[config.mk]
export PLATFORM = sky130hd
export DESIGN_NAME = song_sequencer
export DESIGN_NICKNAME = d
export VERILOG_FILES = /design/src/rtl/song_sequencer.sv
export SDC_FILE = /design/constraint.sdc
export NUM_CORES = 1
export LEC_CHECK = 0
export CORE_UTILIZATION = 40
export CTS_BUF_LIST = sky130_fd_sc_hd__clkbuf_8
export DETAILED_ROUTE_END_ITERATION = 8
export GPL_TIMING_DRIVEN = 0
export PLACE_DENSITY = 0.67
export SLEW_MARGIN = 20
export SYNTH_ARGS = -nofsm -noshare
export SYNTH_HDL_FRONTEND = slang
export SYNTH_SLANG_ARGS = --single-unit
[constraint.sdc]
create_clock -name clk -period 30.7 [get_ports clk]
set_input_delay 3.07 -clock clk [delete_from_list [all_inputs] [get_ports clk]]
set_output_delay 3.07 -clock clk [all_outputs]
set_load 0.005 [all_outputs]
[src/rtl/song_sequencer.sv]
// Playback controller: snapshots a song's note/duration slots from the library,
// then steps through them, holding each note for its duration in TICK_DIV units.
module song_sequencer #(
  parameter int TICK_DIV = 25_000_000,
  parameter int SLOTS    = 56
) (
  input  logic               clk,
  input  logic               rst,
  input  logic               start,
  input  logic               pause,
  input  logic               stop,
  input  logic [1:0]         song_sel,
  input  logic [4*SLOTS-1:0] song_packed,
  input  logic [4*SLOTS-1:0] time_continue,
  output logic [1:0]         song_num,
  output logic [3:0]         note,
  output logic               note_valid,
  output logic [5:0]         note_idx,
  output logic               busy,
  output logic               done
);

  localparam int TW = (TICK_DIV > 1) ? $clog2(TICK_DIV) : 1;
  localparam int SW = (SLOTS > 1) ? $clog2(SLOTS) : 1;
  localparam logic [5:0]    LAST_IDX = 6'(SLOTS);
  localparam logic [TW-1:0] TICK_MAX = TW'(TICK_DIV - 1);

  typedef enum logic [2:0] {
    S_IDLE, S_LOAD, S_FETCH, S_PLAY, S_PAUSED, S_DONE
  } state_t;

  state_t        state_q, state_d;
  logic [1:0]    song_num_q, song_num_d;
  logic [3:0]    note_q, note_d;
  logic          nv_q, nv_d;
  logic [5:0]    idx_q, idx_d;
  logic [3:0]    dur_q, dur_d;
  logic [TW-1:0] tick_q, tick_d;
  logic [3:0]    notes_q [SLOTS];
  logic [3:0]    notes_d [SLOTS];
  logic [3:0]    durs_q  [SLOTS];
  logic [3:0]    durs_d  [SLOTS];
  logic          load;
  logic [SW-1:0] slot;
  logic [3:0]    cur_note, cur_dur;
  logic          wrap;

  assign slot     = idx_q[SW-1:0];
  assign cur_note = notes_q[slot];
  assign cur_dur  = durs_q[slot];
  assign wrap     = (tick_q == TICK_MAX);

  always_comb begin
    state_d    = state_q;
    song_num_d = song_num_q;
    note_d     = note_q;
    nv_d       = nv_q;
    idx_d      = idx_q;
    dur_d      = dur_q;
    tick_d     = tick_q;
    load       = 1'b0;

    case (state_q)
      S_IDLE: begin
        if (start) begin
          song_num_d = (song_sel == 2'b11) ? 2'b00 : song_sel;
          state_d    = S_LOAD;
        end
      end
      S_LOAD: begin
        load    = 1'b1;
        idx_d   = '0;
        state_d = S_FETCH;
      end
      S_FETCH: begin
        nv_d = 1'b0;
        if (idx_q == LAST_IDX) begin
          state_d = S_DONE;
        end else if (cur_note == 4'hF) begin
          idx_d = idx_q + 6'd1;
        end else begin
          note_d  = cur_note;
          nv_d    = 1'b1;
          dur_d   = (cur_dur == 4'd0) ? 4'd1 : cur_dur;
          tick_d  = '0;
          state_d = S_PLAY;
        end
      end
      S_PLAY: begin
        // The cycle in which pause is sampled still counts as sounding time,
        // so a paused note keeps its full d*TICK_DIV high cycles.
        tick_d = wrap ? '0 : tick_q + TW'(1);
        if (wrap && dur_q <= 4'd1) begin
          nv_d    = 1'b0;
          idx_d   = idx_q + 6'd1;
          state_d = S_FETCH;
        end else begin
          if (wrap) dur_d = dur_q - 4'd1;
          if (pause) begin
            nv_d    = 1'b0;
            state_d = S_PAUSED;
          end
        end
      end
      S_PAUSED: begin
        if (!pause) begin
          nv_d    = 1'b1;
          state_d = S_PLAY;
        end
      end
      S_DONE:  state_d = S_IDLE;
      default: state_d = S_IDLE;
    endcase

    if (stop && state_q != S_IDLE) begin
      state_d = S_IDLE;
      nv_d    = 1'b0;
      idx_d   = '0;
    end

    for (int k = 0; k < SLOTS; k++) begin
      notes_d[k] = load ? song_packed[4*(SLOTS-1-k) +: 4]   : notes_q[k];
      durs_d[k]  = load ? time_continue[4*(SLOTS-1-k) +: 4] : durs_q[k];
    end
  end

  always_ff @(posedge clk) begin
    if (rst) begin
      state_q    <= S_IDLE;
      song_num_q <= '0;
      note_q     <= '0;
      nv_q       <= 1'b0;
      idx_q      <= '0;
      dur_q      <= '0;
      tick_q     <= '0;
      for (int k = 0; k < SLOTS; k++) begin
        notes_q[k] <= '0;
        durs_q[k]  <= '0;
      end
    end else begin
      state_q    <= state_d;
      song_num_q <= song_num_d;
      note_q     <= note_d;
      nv_q       <= nv_d;
      idx_q      <= idx_d;
      dur_q      <= dur_d;
      tick_q     <= tick_d;
      for (int k = 0; k < SLOTS; k++) begin
        notes_q[k] <= notes_d[k];
        durs_q[k]  <= durs_d[k];
      end
    end
  end

  assign song_num   = song_num_q;
  assign note       = note_q;
  assign note_valid = nv_q;
  assign note_idx   = idx_q;
  assign busy       = (state_q != S_IDLE);
  assign done       = (state_q == S_DONE);

endmodule

==> tab_implementation.tex <==
\begin{tabular}{lr}
\hline
Metric & Value \\
\hline
\multicolumn{2}{l}{\textbf{Synthesis}} \\
\quad Post-synthesis cell type with the largest combined area & edfxtp\_1 \\
\quad Number of enable-type register cells in the synthesized netlist & 448 \\
\quad Flip-flop cell with the highest count after synthesis & edfxtp\_1 \\
\quad Count of warnings emitted by yosys & 0 \\
\quad Mean instance size in the synthesized netlist & 14.9 um2 \\
\quad Share of the synthesized area in the top cell type & 0.585 \\
\quad Mapped Nets & 2006 \\
\quad Register bit count reported by yosys & 499 \\
\quad Syn Inst Count & 1546 \\
\quad Proportion of synthesized chip area in sequential cells & 0.630 \\
\quad Synth top area cells & edfxtp\_1, mux4\_2, and2\_1 \\
\quad Share of synthesized flip-flops with an asynchronous set or reset & 0 \\
\quad Area of the mapped netlist & 23000 um2 \\
\quad Yosys cell types & 74 \\
\multicolumn{2}{l}{\textbf{Detailed routing}} \\
\quad Violation count after the first detailed-route iteration & 1184 \\
\quad DRT antenna net count & 0 \\
\quad Per-cell routed wire length & 24.0 um \\
\quad TritonRoute pass-1 iters & 5 \\
\quad Vias after detailed routing & 15700 \\
\quad Final routed wirelength across all metal layers & 71000 um \\
\quad Routed via count divided by cell count & 5.30 \\
\quad DRC errors left & 0 \\
\multicolumn{2}{l}{\textbf{STA}} \\
\quad Final period demand of the worst path & 5710 ps \\
\quad Final worst-path cycle share & 0.186 \\
\quad Setup TNS Final & 0 ps \\
\quad Fin Hold WS & 482 ps \\
\quad Headroom to the max-slew limit & 0.284 \\
\quad Unrepaired setup endpoints after global routing & false \\
\quad Total setup violations reported at the end of the flow & 0 \\
\quad Final hold violation count & 0 \\
\quad Final number of max-transition violations & 0 \\
\quad Setup skew after layout & 45.1 ps \\
\quad Worst-Margin Slew & 1070 ps \\
\quad Max frequency & 0.175 GHz \\
\multicolumn{2}{l}{\textbf{Worst setup path}} \\
\quad Type of the setup path with the least slack & in -> reg \\
\quad Data required, critical path & 31220 ps \\
\quad Max FO, Critical Path & 10 \\
\quad Arrival time of data at the critical path endpoint & 6230 ps \\
\quad Crit end category & flip-flop \\
\quad Worst R2R Setup Slack & 26590 ps \\
\quad Crit path launch type & input port \\
\multicolumn{2}{l}{\textbf{Clocking}} \\
\quad Clock transition time at the flip-flop clock pins of the worst setup and hold paths & 60 ps \\
\quad Setup fix buffers added after clock tree synthesis & 0 \\
\quad Latest clock arrival within the worst-skew pair & 690 ps \\
\quad Max H-tree Level & 3 \\
\quad Number of clock buffers inserted by TritonCTS & 86 \\
\quad Root Driver & clkbuf\_8 \\
\quad CTS tree & yes \\
\quad Number of buffers on the longest clock path & 3 \\
\quad Cts hold-fix bufs & 0 \\
\quad Post-cts sizing count & 0 \\
\quad Number of clock sinks seen by CTS & 499 \\
\multicolumn{2}{l}{\textbf{Place}} \\
\quad Placer's final routability congestion estimate & 0.868 \\
\quad Number of I/O port buffers & 469 \\
\quad Post-DP HPWL & 54300 um \\
\quad Placed cell area & 29200 um2 \\
\multicolumn{2}{l}{\textbf{Power}} \\
\quad Total power density per cell area & 56.7 nW/um2 \\
\quad Worst ir drop on vdd & 0.0000307 V \\
\quad Static Leak & 11.1 nW \\
\multicolumn{2}{l}{\textbf{Hold path}} \\
\quad Worst min-delay path class & reg -> reg \\
\multicolumn{2}{l}{\textbf{Floorplan}} \\
\quad \# IOs & 470 \\
\quad Core area & 56600 um2 \\
\quad Die extent in x & 242 um \\
\quad Die area & 58400 um2 \\
\quad Die Span Y & 242 um \\
\quad Row count & 87 \\
\quad Effective utilization at floorplan & 0.406 \\
\multicolumn{2}{l}{\textbf{Global route}} \\
\quad Initial antenna violation count & 20 \\
\quad Total routing resource utilization after global routing & 0.241 \\
\quad Met1 capacity usage during global routing & 0.311 \\
\quad Vias in the first global route & 16200 \\
\quad GRT Residual Overflow & 0 \\
\quad First-pass GRT wire length & 103000 um \\
\quad Gr busiest metal & met2 \\
\quad Largest net degree at the start of global routing & 28 \\
\quad Met3 track utilization from global routing & 0.0562 \\
\quad Met2 demand-to-capacity share in global routing & 0.399 \\
\multicolumn{2}{l}{\textbf{Run}} \\
\quad Reported max-cap violation count & 0 \\
\multicolumn{2}{l}{\textbf{Status}} \\
\quad Status & finished clean \\
\multicolumn{2}{l}{\textbf{Finish}} \\
\quad Fillers & 4706 \\
\quad Final instance area & 30800 um2 \\
\quad Number of nets at the end of the flow & 2584 \\
\quad Share of final-layout standard cells stronger than drive strength 1 & 0.136 \\
\quad Synth-to-layout area growth & 34.0\% \\
\hline
\end{tabular}
==> synth_stat cells, types with 7 or more instances <==
master and count:
edfxtp_1 448, nor3_1 18, nor2b_1 184, buf_6 10, a311oi_1 11, o21a_1 11
buf_4 7, mux4_1 16, o21ai_0 20, and3_1 10, inv_1 11, a22oi_1 9
nand2_1 45, nor2_1 34, clkbuf_1 68, mux4_2 100, buf_2 14, nand2b_1 7
a21oi_1 31, dfxtp_1 51, a31oi_1 14, mux2i_1 25, a211oi_1 15, nand3_1 17
and2_1 278
==> registers in the layout, summed over array words and instances, names as in the netlist, named ones only <==
name,flops
dur_q,4
note_idx,6
note,4
note_valid,1
state_q,3
durs_q,224
tick_q,25
notes_q,224
song_num,2
==> worst max-delay path, stage by stage <==
cell             delay, ps
clkdlybuf4s50_1        470
nor3_1                 270
clkbuf_1               720
clkbuf_1               590
clkbuf_1               790
and2_1                 290
==> path summary, 6_finish.rpt <==
path | cells after the start | end | startpoint
setup / recovery | 6 | durs_q[31][1] | rst
setup reg to reg | 15 | dur_q[0] | flip-flop
hold / removal | 2 | song_num[0] | song_num[0]
hold reg to reg | 2 | song_num[0] | song_num[0]
==> power breakdown <==
group          internal (mW)  total (mW)  switching (mW)
registers              0.860       0.886          0.0266
clock network          0.289       0.568           0.278
logic                  0.153       0.293           0.141
total                   1.30        1.75           0.445
==> per-layer routing <==
layer  vias to the layer above  part of all wire
met2                       676              0.49
li1                       6995                 -
met4                         6             0.030
met1                      7881              0.40
met5                         -           0.00061
met3                       129             0.074
==> logic make-up after synthesis <==
group,Yosys count,synth area share
fa+ha+maj,5,0.00272
compound gates,157,0.0502
flops,499,0.630
simple gates,622,0.160
mux,143,0.128
buf+inv,120,0.0290
==> cell type report <==
| cell class | instances | area, um2 | share of cell area |
|---|---|---|---|
| Buffer | 106 | 614 | 0.0199 |
| Timing Repair Buffer | 490 | 5230 | 0.170 |
| Multi-Input combinational cell | 927 | 7860 | 0.255 |
| Antenna cell | 14 | 35.0 | 0.00114 |
| Clock buffer | 93 | 1280 | 0.0415 |
| Sequential cell | 499 | 14500 | 0.470 |
| Tap cell | 756 | 946 | 0.0307 |
| Clock inverter | 63 | 323 | 0.0105 |
| Inverter | 14 | 52.6 | 0.00171 |
==> stage by stage <==
step	std cells	total power [mW]	utilization	setup WS, ps
global route	2960	1.82	0.544	24820
global placement	2771	1.25	0.506	2240
floorplan	1546	1.10	-	9240
detailed placement	2792	1.19	0.515	24220
CTS	2948	1.76	0.544	24940
finish	2962	1.75	0.544	24990
==> cell usage in the layout, fill, tap and decap left out, drive strengths merged, types with 7 or more instances in the layout <==
master,synthesis,layout
clkdlybuf4s50,0,469
edfxtp,448,448
and2,278,278
nor2b,184,184
clkbuf,69,162
mux4,116,116
buf,37,58
dfxtp,51,51
nand2,45,45
inv,13,41
nor2,34,34
a21oi,31,31
clkinv,1,30
mux2i,25,25
o21ai,22,22
nor3,19,19
nand3,17,17
a211oi,16,16
a31oi,16,16
a311oi,15,15
diode,0,14
o21a,11,11
and3,10,10
a22oi,9,9
nand2b,7,7
No activity file was read; power rests on OpenSTA's default activity.
